--- config.mk ---
export PLATFORM = sky130hd
export DESIGN_NAME = m_seq
export DESIGN_NICKNAME = d
export VERILOG_FILES = /design/src/rtl/m_seq.sv
export SDC_FILE = /design/constraint.sdc
export NUM_CORES = 1
export LEC_CHECK = 0
export CAP_MARGIN = 20
export CORE_AREA = 2 2 152 154
export CTS_CLUSTER_DIAMETER = 80
export DETAILED_ROUTE_END_ITERATION = 8
export DIE_AREA = 0 0 154 156
export PLACE_DENSITY = 0.84
export RECOVER_POWER = 25
export SLEW_MARGIN = 5
export SYNTH_ARGS = -nofsm -noshare
export SYNTH_HDL_FRONTEND = slang
export SYNTH_SLANG_ARGS = --single-unit
--- constraint.sdc ---
create_clock -name clk -period 5.8 [get_ports clk]
set_clock_uncertainty 0.05 [all_clocks]
set_input_delay 0.87 -clock clk [delete_from_list [all_inputs] [get_ports clk]]
set_output_delay 0.87 -clock clk [all_outputs]
set_load 0.05 [all_outputs]
--- src/rtl/m_seq.sv ---
// Multi-cycle sequencer for the RV32M unit: steers the external M-unit ALU for
// multiplies and iterates a restoring divide. Optional macro: M_SEQ_DIV_ZERO_FAST_EN.
`ifndef MUX_MULTA_LENGTH
`define MUX_MULTA_LENGTH    2
`define MUX_MULTA_ZERO      2'd0
`define MUX_MULTA_UNSIGNED  2'd1
`define MUX_MULTA_SIGNED    2'd2
`define MUX_MULTB_LENGTH    2
`define MUX_MULTB_ZERO      2'd0
`define MUX_MULTB_UNSIGNED  2'd1
`define MUX_MULTB_SIGNED    2'd2
`define MUX_DIV_REM_LENGTH  1
`define MUX_DIV_REM_Z       1'b0
`define MUX_DIV_REM_R       1'b1
`endif

module m_seq (
  input  logic                            clk,
  input  logic                            resetn,
  input  logic                            req_valid,
  output logic                            req_ready,
  input  logic [2:0]                      req_funct3,
  input  logic [31:0]                     req_rs1,
  input  logic [31:0]                     req_rs2,
  output logic                            resp_valid,
  input  logic                            resp_ready,
  output logic [31:0]                     resp_result,
  output logic [`MUX_MULTA_LENGTH-1:0]    mux_multA,
  output logic [`MUX_MULTB_LENGTH-1:0]    mux_multB,
  output logic [`MUX_DIV_REM_LENGTH-1:0]  mux_div_rem,
  output logic [31:0]                     R,
  output logic [62:0]                     D,
  output logic [31:0]                     Z,
  input  logic [31:0]                     sub_result,
  input  logic [31:0]                     div_rem,
  input  logic [31:0]                     div_rem_neg,
  input  logic [63:0]                     product
);

  typedef enum logic [2:0] {S_IDLE, S_MUL, S_DIV, S_FIX, S_DONE} state_t;

  state_t                          state_q, state_d;
  logic [2:0]                      funct3_q, funct3_d;
  logic                            neg_quo_q, neg_quo_d;
  logic                            neg_rem_q, neg_rem_d;
  logic [4:0]                      cnt_q, cnt_d;
  logic [31:0]                     r_q, r_d;
  logic [62:0]                     d_q, d_d;
  logic [31:0]                     z_q, z_d;
  logic [31:0]                     result_q, result_d;
  logic                            req_ready_q, req_ready_d;
  logic                            resp_valid_q, resp_valid_d;
  logic [`MUX_MULTA_LENGTH-1:0]    mux_a_q, mux_a_d;
  logic [`MUX_MULTB_LENGTH-1:0]    mux_b_q, mux_b_d;
  logic [`MUX_DIV_REM_LENGTH-1:0]  mux_dr_q, mux_dr_d;
  logic                            signed_op_s;

  function automatic logic [31:0] abs32(input logic [31:0] x, input logic sgn);
    abs32 = (sgn && x[31]) ? (32'd0 - x) : x;
  endfunction

  assign req_ready   = req_ready_q;
  assign resp_valid  = resp_valid_q;
  assign resp_result = result_q;
  assign mux_multA   = mux_a_q;
  assign mux_multB   = mux_b_q;
  assign mux_div_rem = mux_dr_q;
  assign R           = r_q;
  assign D           = d_q;
  assign Z           = z_q;
  // DIV and REM are the signed divides (funct3[0] clear).
  assign signed_op_s = ~req_funct3[0];

  // Next-state and datapath update for the sequencer.
  always_comb begin
    state_d      = state_q;
    funct3_d     = funct3_q;
    neg_quo_d    = neg_quo_q;
    neg_rem_d    = neg_rem_q;
    cnt_d        = cnt_q;
    r_d          = r_q;
    d_d          = d_q;
    z_d          = z_q;
    result_d     = result_q;
    req_ready_d  = req_ready_q;
    resp_valid_d = resp_valid_q;
    mux_a_d      = mux_a_q;
    mux_b_d      = mux_b_q;
    mux_dr_d     = mux_dr_q;
    case (state_q)
      S_IDLE: begin
        if (req_valid && req_ready_q) begin
          funct3_d    = req_funct3;
          req_ready_d = 1'b0;
          if (!req_funct3[2]) begin
            r_d       = req_rs1;
            d_d       = {req_rs2, 31'd0};
            neg_quo_d = 1'b0;
            neg_rem_d = 1'b0;
            state_d   = S_MUL;
            case (req_funct3[1:0])
              2'b01: begin
                mux_a_d = `MUX_MULTA_SIGNED;
                mux_b_d = `MUX_MULTB_SIGNED;
              end
              2'b10: begin
                mux_a_d = `MUX_MULTA_SIGNED;
                mux_b_d = `MUX_MULTB_UNSIGNED;
              end
              default: begin
                mux_a_d = `MUX_MULTA_UNSIGNED;
                mux_b_d = `MUX_MULTB_UNSIGNED;
              end
            endcase
          end else begin
            r_d       = abs32(req_rs1, signed_op_s);
            d_d       = {abs32(req_rs2, signed_op_s), 31'd0};
            z_d       = 32'd0;
            cnt_d     = 5'd0;
            neg_quo_d = signed_op_s & (req_rs1[31] ^ req_rs2[31]) & (req_rs2 != 32'd0);
            neg_rem_d = signed_op_s & req_rs1[31];
            mux_dr_d  = req_funct3[1] ? `MUX_DIV_REM_R : `MUX_DIV_REM_Z;
            state_d   = S_DIV;
`ifdef M_SEQ_DIV_ZERO_FAST_EN
            if (req_rs2 == 32'd0) begin
              z_d     = 32'hFFFF_FFFF;
              state_d = S_FIX;
            end else begin
              state_d = S_DIV;
            end
`endif
          end
        end else begin
          state_d = S_IDLE;
        end
      end
      S_MUL: begin
        result_d     = (funct3_q[1:0] == 2'b00) ? product[31:0] : product[63:32];
        mux_a_d      = `MUX_MULTA_ZERO;
        mux_b_d      = `MUX_MULTB_ZERO;
        resp_valid_d = 1'b1;
        state_d      = S_DONE;
      end
      S_DIV: begin
        if (!sub_result[31]) begin
          r_d = {1'b0, sub_result[30:0]};
          z_d = {z_q[30:0], 1'b1};
        end else begin
          z_d = {z_q[30:0], 1'b0};
        end
        d_d   = {1'b0, d_q[62:1]};
        cnt_d = cnt_q + 5'd1;
        if (cnt_q == 5'd31) begin
          state_d = S_FIX;
        end else begin
          state_d = S_DIV;
        end
      end
      S_FIX: begin
        result_d     = (funct3_q[1] ? neg_rem_q : neg_quo_q) ? div_rem_neg : div_rem;
        resp_valid_d = 1'b1;
        state_d      = S_DONE;
      end
      S_DONE: begin
        if (resp_ready) begin
          resp_valid_d = 1'b0;
          req_ready_d  = 1'b1;
          state_d      = S_IDLE;
        end else begin
          state_d = S_DONE;
        end
      end
      default: begin
        state_d      = S_IDLE;
        req_ready_d  = 1'b1;
        resp_valid_d = 1'b0;
        mux_a_d      = `MUX_MULTA_ZERO;
        mux_b_d      = `MUX_MULTB_ZERO;
      end
    endcase
  end

  // State and output registers.
  always_ff @(posedge clk or negedge resetn) begin
    if (!resetn) begin
      state_q      <= S_IDLE;
      funct3_q     <= 3'd0;
      neg_quo_q    <= 1'b0;
      neg_rem_q    <= 1'b0;
      cnt_q        <= 5'd0;
      r_q          <= 32'd0;
      d_q          <= 63'd0;
      z_q          <= 32'd0;
      result_q     <= 32'd0;
      req_ready_q  <= 1'b1;
      resp_valid_q <= 1'b0;
      mux_a_q      <= `MUX_MULTA_ZERO;
      mux_b_q      <= `MUX_MULTB_ZERO;
      mux_dr_q     <= `MUX_DIV_REM_Z;
    end else begin
      state_q      <= state_d;
      funct3_q     <= funct3_d;
      neg_quo_q    <= neg_quo_d;
      neg_rem_q    <= neg_rem_d;
      cnt_q        <= cnt_d;
      r_q          <= r_d;
      d_q          <= d_d;
      z_q          <= z_d;
      result_q     <= result_d;
      req_ready_q  <= req_ready_d;
      resp_valid_q <= resp_valid_d;
      mux_a_q      <= mux_a_d;
      mux_b_q      <= mux_b_d;
      mux_dr_q     <= mux_dr_d;
    end
  end

endmodule

==> metrics.md <==
| Metric | Value |
|---|---|
| Outcome | finished with violations |
| Failing checks | capacitance limit, slew limit |
| Clock Latency Late Sink | 0.45 ns |
| Clock share of power | 15.6% |
| Lkg Pwr | 0.00622 uW |
| Worst EP required | 6.22 ns |
| Max Cap Viol | 2 |
| Critical path type | primary input to async pin |
| Starting Density | 43.7% |
| FF+latch count, synth | 178 |
| Max Fclk | 265 MHz |
| # placed instances | 1751 |
| Post-CTS Resized | 0 |
| Die Span Y | 156 um |
| Grt ovf | 0 |
| Routed WL | 35200 um |
| Worst-path maximum fanout | 63 |
| Non-filler cells, final | 1790 |
| Iteration-0 DRC Markers | 812 |
| Finish-stage setup viols | 0 |
| DP Area | 13900 um^2 |
| Combinational share of power | 56.8% |
| Vias per cell | 5.63 |
| Critical Path AT | 4.19 ns |
| Num ports | 397 |
| Sequential Power Share | 27.6% |
| Number of synthesized flops with an enable pin | 0 |
| DR WL/cell | 19.7 um |
| Slowest stage delay, CP | 2.28 ns |
| Die area | 24000 um^2 |
| Post-CTS Hold Buffers | 0 |
| Final hold violation count | 0 |
| Post-CTS setup buffers | 0 |
| P per Cell Area | 510 nW/um^2 |
| Worst setup path startpoint | resetn |
| Tmin final | 3.77 ns |
| CP max-delay cell | clkbuf_1 |
| Startpoint type of the worst setup path | primary input |
| Clk root buf | clkbuf_16 |
| Fin. max-slew vios | 127 |
| Avg Inst Size Synth | 8.53 um^2 |
| Routed Antenna Nets | 0 |
| Worst R2R Start | state_q[1] |
| Pre-antenna DRT Iters | 5 |
| Global-route wire length before repair | 53800 um |
| Total core area | 22400 um^2 |
| Switch share | 50.6% |
| Post-detail-place hpwl | 25600 um |
| # DRC | 0 |
| CTS Sinks | 178 |
| Worst Hold Class | flop to flop |
| Pint | 3670 uW |
| Post-route cell area | 14600 um^2 |
| Syn nets | 1382 |
| Rel. slew slack | -120% |
| PortBufs | 396 |
| Initial antenna violation count | 5 |
| Synth unique cells | 60 |
| CTS tree | built |
| P_sw | 3750 uW |
| Inserted Clock Buffers | 17 |
| Crit-path cells | clkbuf_1, buf_4 |
| Largest net degree at the start of global routing | 91 |
| RSZ-0062 raised after global routing | false |
| CP endpoint kind | async pin |
| Synthesized area | 9780 um^2 |
| Vias | 10.1k |
| Area occupied by multi-input gates | 4950 um^2 |
| Clk pin slew, worst setup/hold paths | 0.07 ns |
| Worst-Margin Slew | 3.31 ns |
| Sequential cell area | 4460 um^2 |
| Worst ir drop on vdd | 332 uV |
| YS warnings | 0 |
| Number of fill cells in the layout | 1854 |
| H-tree lvl count | 4 |
| GRT Util Overall | 28.5% |
| Post-synthesis sequential area ratio | 45.6% |
| Fin Setup TNS | 0 ns |
| Period utilisation layout | 65.0% |
| Die X | 154 um |
| Row count | 55 |
| Vias in the first global route | 9707 |
| Cells after Synth | 1146 |
| Dominant synthesized flop cell | dfrtp_1 |
| Final Wtd Congestion | 0.911 |
| Critical path's top delay family | buffers and inverters |
| Post-layout nets | 1724 |
| Layout cells sized above 1 | 6.53% |
| Area Growth Syn to Fin | 48.8% |
| Max Root-Sink Buffers | 2 |
| Hold path start | resp_result[12] |
| Asr flop ratio synth | 100% |
| CP Buf/Inv Count | 2 |
## worst reg2reg max path, stage by stage (launching register included)
cell and delay, ns:
dfrtp_2 0.34, buf_4 0.60, and2_4 0.62, buf_4 0.71, a22o_1 0.30, a311oi_1 0.05
nand2_1 0.11
## Yosys cell counts, types with 2 or more instances
cell type	number	area share, %
a22o_1	4	0.36
nor2_1	44	1.7
buf_1	8	0.31
o22ai_1	6	0.38
or3_1	6	0.38
ha_1	5	0.64
o31ai_1	10	0.77
o21ai_0	119	6.1
a311oi_1	5	0.45
a32o_1	2	0.20
xor2_1	20	1.8
o21a_1	2	0.15
or4_4	2	0.23
o41ai_1	5	0.45
nand3_1	71	3.6
o211ai_1	2	0.15
nand4_1	4	0.26
a21oi_1	89	4.6
a22oi_1	25	1.9
a41oi_1	7	0.63
a211oi_1	9	0.69
and3_1	5	0.32
inv_1	16	0.61
buf_2	9	0.46
nand3b_1	2	0.15
dfrtp_1	177	45
xnor2_1	31	2.8
nand2_1	246	9.4
nor3_1	25	1.3
clkbuf_1	69	2.6
a31oi_1	17	1.1
and3b_1	2	0.18
mux2i_1	14	1.4
and2_1	6	0.38
or4_1	7	0.54
nor4_1	14	0.90
and4_1	2	0.18
nor4_2	2	0.26
o21ai_1	5	0.26
mux2_2	32	3.7
## placed cells by master (no fill, tap or decap), types with 9 or more instances in the layout
cell / Yosys / layout
clkdlybuf4s50_1: 0 / 395
nand2_1: 246 / 244
dfrtp_1: 177 / 176
o21ai_0: 119 / 118
a21oi_1: 89 / 89
nand3_1: 71 / 71
nor2_1: 44 / 43
mux2_2: 32 / 32
xnor2_1: 31 / 31
nor3_1: 25 / 25
a22oi_1: 25 / 25
xor2_1: 20 / 20
a31oi_1: 17 / 17
clkbuf_16: 0 / 17
inv_1: 16 / 16
nor4_1: 14 / 14
mux2i_1: 14 / 13
buf_4: 0 / 11
o31ai_1: 10 / 10
a211oi_1: 9 / 9
## cells by family after synthesis
| logic type | count (synthesis) | synth area share (%) |
|---|---|---|
| flops | 178 | 45.6 |
| xor+xnor | 51 | 4.57 |
| buf+inv | 103 | 4.15 |
| fa+ha+maj | 5 | 0.640 |
| mux | 47 | 5.27 |
| simple gates | 448 | 21.0 |
| compound gates | 314 | 18.8 |
## per-stage QoR
stage,hold WS (ns),total power (uW),worst slack [ns],util (%)
2_1_floorplan,0.400,4690,3.29,-
3_3_place_gp,0.415,6160,2.43,62.0
3_5_place_dp,0.421,6240,2.32,62.0
4_1_cts,0.359,7410,2.69,64.7
5_1_grt,0.459,7810,1.35,65.1
6_report,0.436,7420,2.03,65.1
## layout make-up
type / count / share of cell area (%)
antenna: 4 / 0.0688
clock buffer: 17 / 2.92
clock inverter: 15 / 1.19
inverter: 16 / 0.413
multi-input combinational: 865 / 34.0
sequential: 178 / 30.6
tap: 285 / 2.45
timing repair buffer: 410 / 28.3
## final timing paths
kind | end | slack [ns] | cells past startpoint
worst max-delay path | Z[3] | 2.03 | 2
worst min-delay path | resp_result[12] | 0.44 | 2
worst max register to register | D[55] | 2.97 | 6
worst min register to register | resp_result[12] | 0.44 | 2
max in group clk | R[21] | 2.67 | 6
min in group asynchronous | D[37] | 1.47 | 1
## metal layers
layer  GRT usage (%)  wire (um)
met1            34.2      13600
met2            47.9      17100
met3            7.86       3090
met4            12.9       1390
met5               0          0
## power by group through the flow
stage / logic [uW] / registers [uW] / clock network (uW)
after floorplan: 1210 / 3480 / 0
after global placement: 4090 / 2070 / 0
after detailed placement: 4150 / 2090 / 0
after CTS: 4170 / 2070 / 1170
after global routing: 4480 / 2100 / 1230
final: 4220 / 2050 / 1160
## state kept, by name (all words and copies together) (netlist names)
| name | cells |
|---|---|
| resp_result | 32 |
| cnt_q | 5 |
| mux_div_rem | 1 |
| neg_rem_q | 1 |
| D | 63 |
| funct3_q | 2 |
| req_ready | 1 |
| mux_multA | 2 |
| neg_quo_q | 1 |
| R | 32 |
| mux_multB | 2 |
| state_q | 3 |
| resp_valid | 1 |
| Z | 32 |
No activity file was read; power rests on OpenSTA's default activity.
==> RTL edit 1, RTL diff (same settings) <==
Re-encode `state_t` (5 states) as one-hot, 5 bits wide.
--- a/src/rtl/m_seq.sv
+++ b/src/rtl/m_seq.sv
@@ -37,7 +37,7 @@
   input  logic [63:0]                     product
 );
 
-  typedef enum logic [2:0] {S_IDLE, S_MUL, S_DIV, S_FIX, S_DONE} state_t;
+  typedef enum logic [4:0] {S_IDLE = 5'b00001, S_MUL = 5'b00010, S_DIV = 5'b00100, S_FIX = 5'b01000, S_DONE = 5'b10000} state_t;
 
   state_t                          state_q, state_d;
   logic [2:0]                      funct3_q, funct3_d;
Behaviour: no difference found for any inputs over 4 cycles, from zero or initial values and one cycle with resetn low; so few cycles prove little.
==> RTL edit 1 against the unedited design <==
Critical path type unchanged; highest routed layer unchanged; final cell count shrank 4.8%; sequential cell count grew 2; core utilization shrank 1.7 points; non-clock buffer count is the same; register-to-register slack lost 440 ps; largest cell class unchanged; global-route usage shrank 0.45 points; the flow still finishes with violations (max-capacitance violations, max-slew violations); power shrank 3.1%; area after synthesis shrank 3.8%; routed wire length shrank 2.4%; setup slack is essentially flat; worst hold slack lost 98 ps; largest power group unchanged; die area is the same; cell area shrank 2.6%.
==> RTL edit 1: results (changes against the unedited design) <==
stage	metric	value	unit	change
place	placed cell area	13560	um^2	-2.3%
routing	drt wl/cell	20.16	um	+2.5%
place	DP HPWL	24760	um	-3.1%
clock_tree	root buffer cell	clkbuf_16		
job	Maximum Capacitance Violations	1		-1
synth	commonest cells in the netlist	nand2_1 (204), dfrtp_1 (178), clkbuf_1 (68)		
synth	Seq/Total Area, Yosys	47.90	%	+2.3 points
routing	Via density	5.776		+2.5%
place	# port buffers	396		unchanged
final_layout	share of cells above drive strength 1	4.944	%	-1.6 points
synth	top-count cell post-synth	nand2_1		
run_status	failing checks	max-capacitance violations, max-slew violations		
synth	Syn Nets	1291		-6.6%
clock_tree	H-tree Lvls	4		unchanged
sta	Hold Slack	337.7	ps	-98.30 ps
synth	Synth cell types	61		+1.7%
place	gpl congestion	0.9242		+1.5%
clock_tree	Worst-path clk slew	80	ps	
global_routing	initial antenna violation count	3		-2
sta	Slew headroom	-102.0	%	+18 points
final_layout	nets@finish	1639		-4.9%
worst_setup_path	Crit Path Max Fanout	60		-4.8%
hold_path	worst hold path class	input pin to async pin		
clock_tree	clock buffer depth	2		unchanged
worst_setup_path	Critical Path AT	3600	ps	-590 ps
power_and_ir_drop	Peak VDD IR	0.0003817	V	+15%
worst_setup_path	worst reg-to-reg setup slack	2530	ps	-440 ps
run_status	outcome	finished, violations left		
synth	Post-Synthesis Cells	1055		-7.9%
synth	top post-synthesis cells by area	dfrtp_1 (47%), nand2_1 (8.1%), a22o_1 (6.0%)		
worst_setup_path	slowest library cell on the worst path	clkbuf_1		
routing	initial DRC count	759		-6.5%
power_and_ir_drop	leakage power	5.848	nW	-6.0%
global_routing	vias in the first global route	9518		-1.9%
sta	Setup TNS	0	ps	unchanged
clock_tree	post-cts resize count	0		unchanged
routing	via count	9842		-2.4%
worst_setup_path	CP max stage delay	2200	ps	-80 ps
global_routing	pin count of the biggest net entering global routing	79		-13%
synth	FFs w/ async S/R, synth	100.0	%	unchanged
final_layout	max reg flops	63		unchanged
global_routing	GRT Total Usage	28.02	%	-0.45 points
global_routing	first-pass GRT wire length	53120	um	-1.2%
routing	First-pass DRT Iterations	5		unchanged
sta	number of max-slew violations in the final report	57		-55%
-- RTL edit 1: cell count changes after synthesis, sizes merged, moves of 17 or more --
cell | before | now
a21oi | 89 | 48
a22o | 4 | 64
a22oi | 25 | 4
a31oi | 17 | 57
and3 | 5 | 22
mux2 | 33 | 4
nand2 | 246 | 205
nand3 | 71 | 45
o21ai | 124 | 65
-- RTL edit 1: routing by layer --
layer / track usage [%] / wire, um
met2: 46.64 / 16810
met5: 0 / 0
met1: 34.51 / 13510
met3: 6.694 / 2753
met4: 13.26 / 1283
-- RTL edit 1: metrics by stage --
| stage | setup WS [ps] | utilization [%] |
|---|---|---|
| 5_1_grt | 1283 | 63.35 |
| 2_1_floorplan | 3154 | - |
| 3_5_place_dp | 2198 | 60.62 |
| 4_1_cts | 2637 | 63.36 |
| 3_3_place_gp | 2255 | 60.55 |
| 6_report | 2031 | 63.36 |
-- RTL edit 1: final cells by class --
| cell class | count | area [um^2] |
|---|---|---|
| antenna | 3 | 7.507 |
| timing repair buffer | 410 | 4071 |
| fill | 1800 | 8194 |
| tap | 285 | 356.6 |
| multi-input combinational | 772 | 4534 |
| sequential | 180 | 4507 |
| inverter | 22 | 82.58 |
| clock inverter | 14 | 172.7 |
| clock buffer | 18 | 439.2 |
-- RTL edit 1: worst paths after layout --
| kind | startpoint | to | depth (start not counted) |
|---|---|---|---|
| worst max register to register | state_q[1] | Z[3] | 6 |
| max in group clk | state_q[1] | Z[3] | 6 |
| worst min register to register | R[31] | R[31] | 2 |
| worst min-delay path | resetn | D[14] | 1 |
| min in group clk | R[31] | R[31] | 2 |
| worst max-delay path | resetn | R[7] | 2 |
-- RTL edit 1: report_power, final --
part / leakage [nW] / switching [mW] / internal, mW
combinational: 3.29 / 2.65 / 1.32
sequential: 2.26 / 0.338 / 1.70
clock: 0.297 / 0.587 / 0.598
total: 5.85 / 3.58 / 3.62
-- RTL edit 1: cell families (layout without fill, tap and decap cells) --
group	Yosys count	in the layout	synth area share (%)
AOI/OAI and AO/OA	292	292	20.52
xor gates and xnor gates	45	45	4.189
adders and majority gates	5	5	0.6649
buffers and inverters	103	464	4.295
DFF	180	180	47.90
muxes	14	14	1.543
other	0	3	0
and+or+nand+nor	416	416	20.89
==> RTL edit 2, RTL diff (same flow settings) <==
Made on the original files. Change the macro `MUX_MULTB_LENGTH` from 2 to 4.
--- a/src/rtl/m_seq.sv
+++ b/src/rtl/m_seq.sv
@@ -5,7 +5,7 @@
 `define MUX_MULTA_ZERO      2'd0
 `define MUX_MULTA_UNSIGNED  2'd1
 `define MUX_MULTA_SIGNED    2'd2
-`define MUX_MULTB_LENGTH    2
+`define MUX_MULTB_LENGTH    4
 `define MUX_MULTB_ZERO      2'd0
 `define MUX_MULTB_UNSIGNED  2'd1
 `define MUX_MULTB_SIGNED    2'd2
Interface: changed (resized mux_multB); port bits go from 397 to 399. The function was not compared with the original's and may differ.
==> RTL edit 2 against the unedited design <==
The flow still finishes with violations (max-capacitance violations, max-slew violations); cell area fell by 0.71%; setup slack improved by 570 ps; area after synthesis fell by 1.1%; sequential cell count did not move; via count fell by 1.5%; power rose by 1.2%; first-iteration DRC count fell by 23%; non-clock buffer count did not move; fmax rose by 18%; routed wire length fell by 1.5%; synthesized cell count fell by 5.1%; largest power group unchanged; highest routed layer unchanged.
==> RTL edit 2: results (changes against the unedited design) <==
stage	metric	value	unit	change
place	Setup WS pre-CTS	2209	ps	-115.2 ps
worst_setup_path	Worst Setup SP	req_rs1[0]		
place	gpl congestion	0.9314		+2.3%
clock_tree	Worst-Skew Late Latency	420	ps	-30 ps
global_routing	pin count of the biggest net entering global routing	106		+16%
worst_setup_path	Crit Path Max Fanout	7		-89%
job	Maximum Capacitance Violations	1		-1
routing	initial DRC count	624		-23%
final_layout	share of cells above drive strength 1	6.990	%	+0.46 points
routing	metal2 WL	16940	um	-0.92%
run_status	outcome	finished, violations left		
power_and_ir_drop	Peak VDD IR	0.0004516	V	+36%
routing	met1 WL	13720	um	+0.63%
worst_setup_path	CP max stage delay	610	ps	-1670 ps
worst_setup_path	slowest library cell on the worst path	nor3b_1		
hold_path	Hold EP	funct3_q[0]		
global_routing	met3 usage	7.083	%	-0.78 points
routing	Via density	5.727		+1.7%
sta	number of max-slew violations in the final report	106		-17%
run_status	failing checks	max-capacitance violations, max-slew violations		
synth	top post-synthesis cells by area	dfrtp_1 (46%), o21ai_0 (8.2%), nand2_1 (7.0%)		
power_and_ir_drop	internal power	3.774	mW	+2.9%
worst_setup_path	reg2reg end	cnt_q[2]		
global_routing	vias in the first global route	9538		-1.7%
routing	WL final	34680	um	-1.5%
synth	Seq/Total Area, Yosys	46.07	%	+0.50 points
hold_path	worst hold start	funct3_q[0]		
synth	commonest cells in the netlist	nand2_1 (180), dfrtp_1 (177), o21ai_0 (159)		
final_layout	nets@finish	1668		-3.2%
worst_setup_path	Top delay family on crit path	simple AND/OR/NAND/NOR gates		
global_routing	grt met2 use	46.74	%	-1.2 points
worst_setup_path	Critical Path AT	3460	ps	-730 ps
routing	Routed met3 length	2797	um	-9.5%
power_and_ir_drop	leakage power	5.758	nW	-7.5%
global_routing	met1 Use GR	35.37	%	+1.2 points
worst_setup_path	worst reg-to-reg setup slack	2700	ps	-270 ps
global_routing	GRT Total Usage	28.24	%	-0.23 points
synth	Synth cell types	64		+6.7%
## RTL edit 2: per-stage QoR
| stage | power, mW | hold slack (ps) | std cells | area [um^2] |
|---|---|---|---|---|
| after floorplan | 4.715 | 399.5 | 1088 | 9676 |
| after global placement | 6.265 | 412.7 | 1696 | 13800 |
| after detailed placement | 6.336 | 415.9 | 1696 | 13800 |
| after CTS | 7.521 | 432.5 | 1728 | 14400 |
| after global routing | 7.878 | 453.8 | 1735 | 14450 |
| final | 7.509 | 429.8 | 1735 | 14450 |
## RTL edit 2: power by group through the flow
stage / combinational [mW] / sequential, mW / clock (mW)
CTS: 4.23 / 2.10 / 1.19
detailed placement: 4.22 / 2.11 / 0
global placement: 4.17 / 2.09 / 0
global route: 4.47 / 2.16 / 1.25
floorplan: 1.06 / 3.66 / 0
finish: 4.24 / 2.10 / 1.17
## RTL edit 2: worst max-delay path by stage
stage	endpoint	slack [ps]	cells past startpoint
floorplan	R[21]	2980	7
global placement	R[30]	2230	8
detailed placement	R[30]	2210	8
CTS	R[30]	2660	8
global route	resp_result[5]	2250	2
finish	R[30]	2600	8
## RTL edit 2: cell type report
type,instances,area (um^2),share of cell area (%)
Antenna cell,5,12.51,0.08659
Clock buffer,17,425.4,2.944
Clock inverter,15,170.2,1.178
Inverter,11,41.29,0.2857
Multi-Input combinational cell,814,4891,33.85
Sequential cell,178,4457,30.84
Tap cell,285,356.6,2.468
Timing Repair Buffer,410,4096,28.35
## RTL edit 2: logic make-up after synthesis
family	synth area share, %
muxes	5.796
buffers and inverters	3.959
other	0.03877
DFF	46.07
adders and majority gates	0.6468
xor gates and xnor gates	3.351
and+or+nand+nor	15.99
AOI/OAI and AO/OA	24.15
## RTL edit 2: tightest hold or removal path, stage by stage, from the launching register on
cell and delay [ps]:
dfrtp_1 340, nand2_1 50, nand2_1 60
